### src/rtl/fixed_point_addsub_pipe.sv
// Two-stage elastic fixed-point adder/subtractor: align and add at full precision,
// then round and saturate (or wrap) into the output Q format.
module fixed_point_addsub_pipe #(
    parameter int A_FRAC_LEN = 8,
    parameter int A_WORD_LEN = 9,
    parameter int B_FRAC_LEN = 8,
    parameter int B_WORD_LEN = 9,
    parameter int C_FRAC_LEN = 8,
    parameter int C_WORD_LEN = 9,
    parameter int ROUND_MODE = 0,
    parameter int SATURATE   = 1
) (
    input  logic                  clk,
    input  logic                  rst_n,
    input  logic                  in_valid,
    output logic                  in_ready,
    input  logic [A_WORD_LEN-1:0] a,
    input  logic [B_WORD_LEN-1:0] b,
    input  logic                  sub,
    output logic                  out_valid,
    input  logic                  out_ready,
    output logic [C_WORD_LEN-1:0] c,
    output logic                  ovf
);

    localparam int A_INT  = A_WORD_LEN - A_FRAC_LEN;
    localparam int B_INT  = B_WORD_LEN - B_FRAC_LEN;
    localparam int F_AB   = (A_FRAC_LEN > B_FRAC_LEN) ? A_FRAC_LEN : B_FRAC_LEN;
    localparam int F      = (F_AB > C_FRAC_LEN) ? F_AB : C_FRAC_LEN;
    localparam int I      = (A_INT > B_INT) ? A_INT : B_INT;
    localparam int EW     = I + F;
    localparam int SW     = EW + 1;
    localparam int D      = F - C_FRAC_LEN;
    localparam int RW     = SW + 1;
    localparam int CW     = (RW > C_WORD_LEN + 1) ? RW : C_WORD_LEN + 1;
    localparam int RND_SH = (D > 0) ? D - 1 : 0;

    localparam logic signed [RW-1:0] RND_INC =
        (ROUND_MODE == 1 && D > 0) ? (RW'(1) << RND_SH) : '0;
    localparam logic signed [CW-1:0] C_MAX =
        {{(CW - C_WORD_LEN + 1){1'b0}}, {(C_WORD_LEN - 1){1'b1}}};
    localparam logic signed [CW-1:0] C_MIN =
        {{(CW - C_WORD_LEN + 1){1'b1}}, {(C_WORD_LEN - 1){1'b0}}};

    logic                  s1_valid;
    logic signed [SW-1:0]  s1_sum;
    logic                  advance;

    logic signed [EW-1:0]  a_al;
    logic signed [EW-1:0]  b_al;
    logic signed [SW-1:0]  sum_d;

    logic signed [RW-1:0]  rnd;
    logic signed [RW-1:0]  q;
    logic signed [CW-1:0]  q_ext;
    logic                  pos_ovf;
    logic                  neg_ovf;
    logic [C_WORD_LEN-1:0] c_d;
    logic                  ovf_d;

    assign advance  = !out_valid || out_ready;
    assign in_ready = !s1_valid || advance;

    always_comb begin
        a_al  = EW'($signed(a)) <<< (F - A_FRAC_LEN);
        b_al  = EW'($signed(b)) <<< (F - B_FRAC_LEN);
        sum_d = sub ? (SW'(a_al) - SW'(b_al)) : (SW'(a_al) + SW'(b_al));
    end

    // One guard bit above the sum keeps the rounding increment from wrapping.
    always_comb begin
        rnd     = RW'(s1_sum) + RND_INC;
        q       = rnd >>> D;
        q_ext   = CW'(q);
        pos_ovf = q_ext > C_MAX;
        neg_ovf = q_ext < C_MIN;
        ovf_d   = pos_ovf || neg_ovf;
        c_d     = q_ext[C_WORD_LEN-1:0];
        if (SATURATE == 1 && pos_ovf) begin
            c_d = C_MAX[C_WORD_LEN-1:0];
        end else if (SATURATE == 1 && neg_ovf) begin
            c_d = C_MIN[C_WORD_LEN-1:0];
        end
    end

    always_ff @(posedge clk) begin
        if (!rst_n) begin
            s1_valid  <= 1'b0;
            s1_sum    <= '0;
            out_valid <= 1'b0;
            c         <= '0;
            ovf       <= 1'b0;
        end else begin
            if (in_ready) begin
                s1_valid <= in_valid;
                if (in_valid) begin
                    s1_sum <= sum_d;
                end
            end
            if (advance) begin
                out_valid <= s1_valid;
                if (s1_valid) begin
                    c   <= c_d;
                    ovf <= ovf_d;
                end
            end
        end
    end

endmodule

### config.mk
export PLATFORM = sky130hd
export DESIGN_NAME = fixed_point_addsub_pipe
export DESIGN_NICKNAME = d
export VERILOG_FILES = /design/src/rtl/fixed_point_addsub_pipe.sv
export SDC_FILE = /design/constraint.sdc
export NUM_CORES = 1
export LEC_CHECK = 0
export CELL_PAD_IN_SITES_DETAIL_PLACEMENT = 1
export CELL_PAD_IN_SITES_GLOBAL_PLACEMENT = 1
export CORE_MARGIN = 2
export CORE_UTILIZATION = 33
export CTS_CLUSTER_SIZE = 24
export DETAILED_ROUTE_END_ITERATION = 7
export GPL_ROUTABILITY_DRIVEN = 0
export MAX_ROUTING_LAYER = met4
export PLACE_DENSITY_LB_ADDON = 0.1
export SKIP_LAST_GASP = 1
export SYNTH_ARGS = -nofsm -noshare
export SYNTH_HDL_FRONTEND = slang
export SYNTH_SLANG_ARGS = --single-unit
### constraint.sdc
create_clock -name clk -period 2.03 [get_ports clk]
set_input_delay 0.203 -clock clk [delete_from_list [all_inputs] [get_ports clk]]
set_output_delay 0.203 -clock clk [all_outputs]
set_load 0.02 [all_outputs]
After elaboration in Yosys (flattened, before gate mapping)

Index checks and enable logic that the tools add are counted.

Add/subtract/negate cells: 2
Mux-type cells: 3
Reductions and logical operators: 7
$lt $le $gt $ge: 2

Operators with widths:

| cell                                                                           | number |
|---|---|
| 9-bit 2-to-1 mux                                                               | 2 |
| 9-bit by 9-bit adder with 10-bit output                                        | 1 |
| 10-bit by 9-bit > comparator with 1-bit output (second input constant)         | 1 |
| 10-bit by 9-bit less-than comparator with 1-bit output (second input constant) | 1 |
| 10-bit 2-to-1 mux                                                              | 1 |
| 9-bit by 9-bit subtractor with 10-bit output                                   | 1 |
| 2-bit AND reduction                                                            | 2 |
| 1-bit logical OR                                                               | 3 |
| 1-bit zero test                                                                | 2 |

Input port bits: 23
Logic and storage cells: 19
Register bits: 22
Output and inout port bits: 12

Logic depth before layout (Yosys ltp)

Depth in word-level cells: 4
Depth in mapped cells: 11
Gate-level depth less buffers: 11

Least setup slack after synthesis

Ideal clock, no wire load.

Kind: input-to-reg
From: input port b[0]
To: register s1_sum[6]
Buffers on the path: 0
Data required time: 1.915 ns
Arrival: 2.075 ns
Stages on the path: 11
Path slack: -0.160 ns
Setup time: 0.115 ns
Path through: inv_1 -> ha_1 -> nor2b_1 -> a21oi_1 -> xnor2_1 -> ha_1 -> and2_1 -> a311o_1 -> a211oi_2 -> o31ai_1 -> and2_1

Word-level cells in the longest chain between the ends: 2
Elaborated cells on any way between the ends: 3
Those cells by class: 2 x add/sub; 1 x mux

Ends and longest elaborated chain:

| what                                                                                                           | RTL line | RTL |
|---|---|---|
| from (decl)                                                                                                    | 18       | `input logic [B_WORD_LEN-1:0] b,` |
| 9-bit by 9-bit adder with 10-bit output / 9-bit by 9-bit subtractor with 10-bit output (equally long branches) | 67       | `sum_d = sub ? (SW'(a_al) - SW'(b_al)) : (SW'(a_al) + SW'(b_al));` |
| 10-bit 2-to-1 mux (*)                                                                                          | 67       |  |
| to (signal assigned)                                                                                           | 97       | `s1_sum <= sum_d;` |
| to (decl)                                                                                                      | 46       | `logic signed [SW-1:0] s1_sum;` |

Every way passes the cells marked *; elsewhere a longest branch is shown, timed or not.
A chain may end at the register's enable or synchronous reset.

Final worst setup path

Ends and elaborated chain as after synthesis.

==> results.toml <==
[synthesis]
yosys_warnings = 0
synth_seq_area_share_pct = 28.5
ys_types = 43
synth_cells = 197
synth_top_area_share_pct = 28.5
synth.top_cells.by_area = "dfxtp_1, ha_1, a21oi_1"
synth_nets = 231
syn_avg_cell_area_um2 = 7.84
yosys_register_bits = 22
synth_area_um2 = 1550
synth_top_cell_by_area = "dfxtp_1"

[worst_setup_path]
critPathCaptureType = "register"
crit_type = "in2reg"
path_buf_inv = 2
crit_slowest_cell = "a311o_1"
crit_path_max_incr_delay_ps = 350
critPathArrivalTime_ps = 2140
cp_top_family = "compound AO/OA/AOI/OAI gates"
crit_chain = "buf_8 > inv_4 > ha_4 > nor2b_4 > a21oi_2 > xnor2_1 > ha_1 > and2_4 > a311o_1 > a211oi_2 > o31ai_1 > and2_1"
cp.required_ps = 2190
start_kind = "primary input"
crit_fanout = 3

[grt]
grt_pass1_wl_um = 7440
grt_pass1_vias = 1662
gr-usage-all-layers_pct = 18.3
antenna_found_initial = 0
overflow = 0
grt_max_degree = 18

[die]
ios = 35
design.core.area_um2 = 4440
dieWidth_um = 72.4
row_count = 24
die_area_um2 = 5250
start_util_pct = 34.8
die_y_um = 72.4

[pwr]
total_power_mw = 1.42
peakVddDrop_mv = 0.244
p_leak_nw = 0.985
p_per_area_nw_per_um2 = 595

[sta]
relSlewSlack_pct = 66.6
slew_violations = 0
hold_viol = 0
max_clock_freq_mhz = 503
setup_viol_count_final = 0
fin_crit_sh_pct = 97.9
min_period_ps = 1990
tightest_slew_ps = 501
setup_tns_ps = 0
rsz0062_at_grt = "true"
clock_skew_ps = 4.31

[final_layout]
final_area_um2 = 2380
diodes = 0
seqCellArea_um2 = 440
final_nets = 305
final_common_cell = "buf_4"
final_cell_mix = "buf_4, clkdlybuf4s50_1, dfxtp_1"
area_delta_synth_final_pct = 54.3
fillers = 551
instances_no_fill = 322
postLayoutCoreUtil_pct = 53.7
drive_above_1_share_pct = 28.5
multi_input_area_um2 = 1100

[placement]
placedCellCount = 309
hpwl_um = 3660
dpl-instance-area_um2 = 2190
port_buffers = 34

[drt]
vias_per_cell = 5.22
wirelength_um = 4620
postRouteAntennaNets = 0
wl_per_cell_um = 14.4
vias = 1682
firstDrtPassIters = 4
drc = 0
drt_iter0_drc = 36

[clock_tree]
cts_hold_buffers = 0
cts_sinks = 22
clock_latency_ps = 260
numCtsBuffers = 3
root_buffer = "clkbuf_8"
cts_tree = "built"
htree_levels = 1
path_clk_slew_ps = 80
cts_max_path_buffers = 2

[min_path]
min-delay-path-class = "in2reg"

[run]
max_cap_viol_count = 0

[run_status]
run_status = "complete, no violations"
-- path summary, 6_finish.rpt --
check	startpoint	slack, ps	to	cells past startpoint
worst max-delay path	b[0]	40	s1_sum[6]	12
worst min-delay path	b[0]	400	s1_sum[0]	4
worst max register to register	out_valid	630	s1_sum[8]	6
worst min register to register	s1_valid	480	out_valid	2
-- registers in the layout, indices dropped and copies added, names as in the netlist --
signal and count:
s1_sum 10, c 9, s1_valid 1, out_valid 1, ovf 1
-- cell type report --
class,instances,area share [%]
well taps,52,2.73
inverters,12,1.99
repair buffers,78,28.4
clock buffers,4,2.31
flip-flops and latches,22,18.5
multi-input cells,154,46.1
-- repair_timing --
item	4_1_cts	5_1_grt
hold endpoints to repair	0	0
resized for setup	25	25
pin swaps	18	21
buffers inserted	7	3
setup endpoints to repair	7	7
-- cell usage after synthesis --
cell       number
nor3_2          1
o2111a_1        1
a221oi_1        1
a21oi_2         1
nand4b_1        1
buf_2           5
nor3_1          5
nor2b_1         1
nor2_1         20
and3_1          1
or3_1           1
or3b_1          1
nand3_1         9
a31o_1          1
mux2i_1         3
nor4b_1         1
nand2_1        12
nand4b_4        1
xnor2_1         9
o211ai_1        1
nand2b_1        3
nand4_1         2
o31ai_1         1
ha_1           10
fa_1            1
o21ai_0        16
a211oi_1        4
a211o_1         1
a2111oi_0       1
o311ai_0        1
clkbuf_1        4
a211oi_2        1
nand3b_1        2
o21a_1          1
inv_1          12
a311o_1         1
a31oi_1         9
a21o_1          1
and2_1          5
nor4_4          1
nor3b_1         2
a21oi_1        20
dfxtp_1        22
-- metal layers --
metal	part of all wire [%]	global-route usage, %	up-vias
met5	0	-	-
met1	43	20.0	782
met3	2.9	1.39	6
met2	53	34.6	36
li1	-	-	858
met4	1.5	6.17	0
-- metrics by stage --
stage	hold WS, ps	setup slack [ps]
CTS	463	-11.1
floorplan	332	11.2
global placement	440	-578
finish	404	43.5
global route	422	-76.9
detailed placement	461	-676
-- cells by family after synthesis --
| logic type | after synthesis | synth area share [%] |
|---|---|---|
| DFF | 22 | 28.5 |
| muxes | 3 | 1.94 |
| and+or+nand+nor | 69 | 24.8 |
| adders and majority gates | 11 | 9.39 |
| xor gates and xnor gates | 9 | 5.10 |
| AOI/OAI and AO/OA | 62 | 24.8 |
| buffers and inverters | 21 | 5.51 |
-- where the power goes --
group / internal (mW) / switching, mW / total [mW] / leakage [nW]
logic: 0.314 / 0.287 / 0.601 / 0.775
clock network: 0.173 / 0.135 / 0.308 / 0.0288
registers: 0.473 / 0.0380 / 0.511 / 0.182
-- worst register-to-register path: stages, from the launching register on --
cell and delay [ps]:
dfxtp_1 360, nand3b_1 160, nand2_1 280, buf_4 210
nor3_1 50, mux2i_1 130, nand3_1 90
No activity file was read; power rests on OpenSTA's default activity.
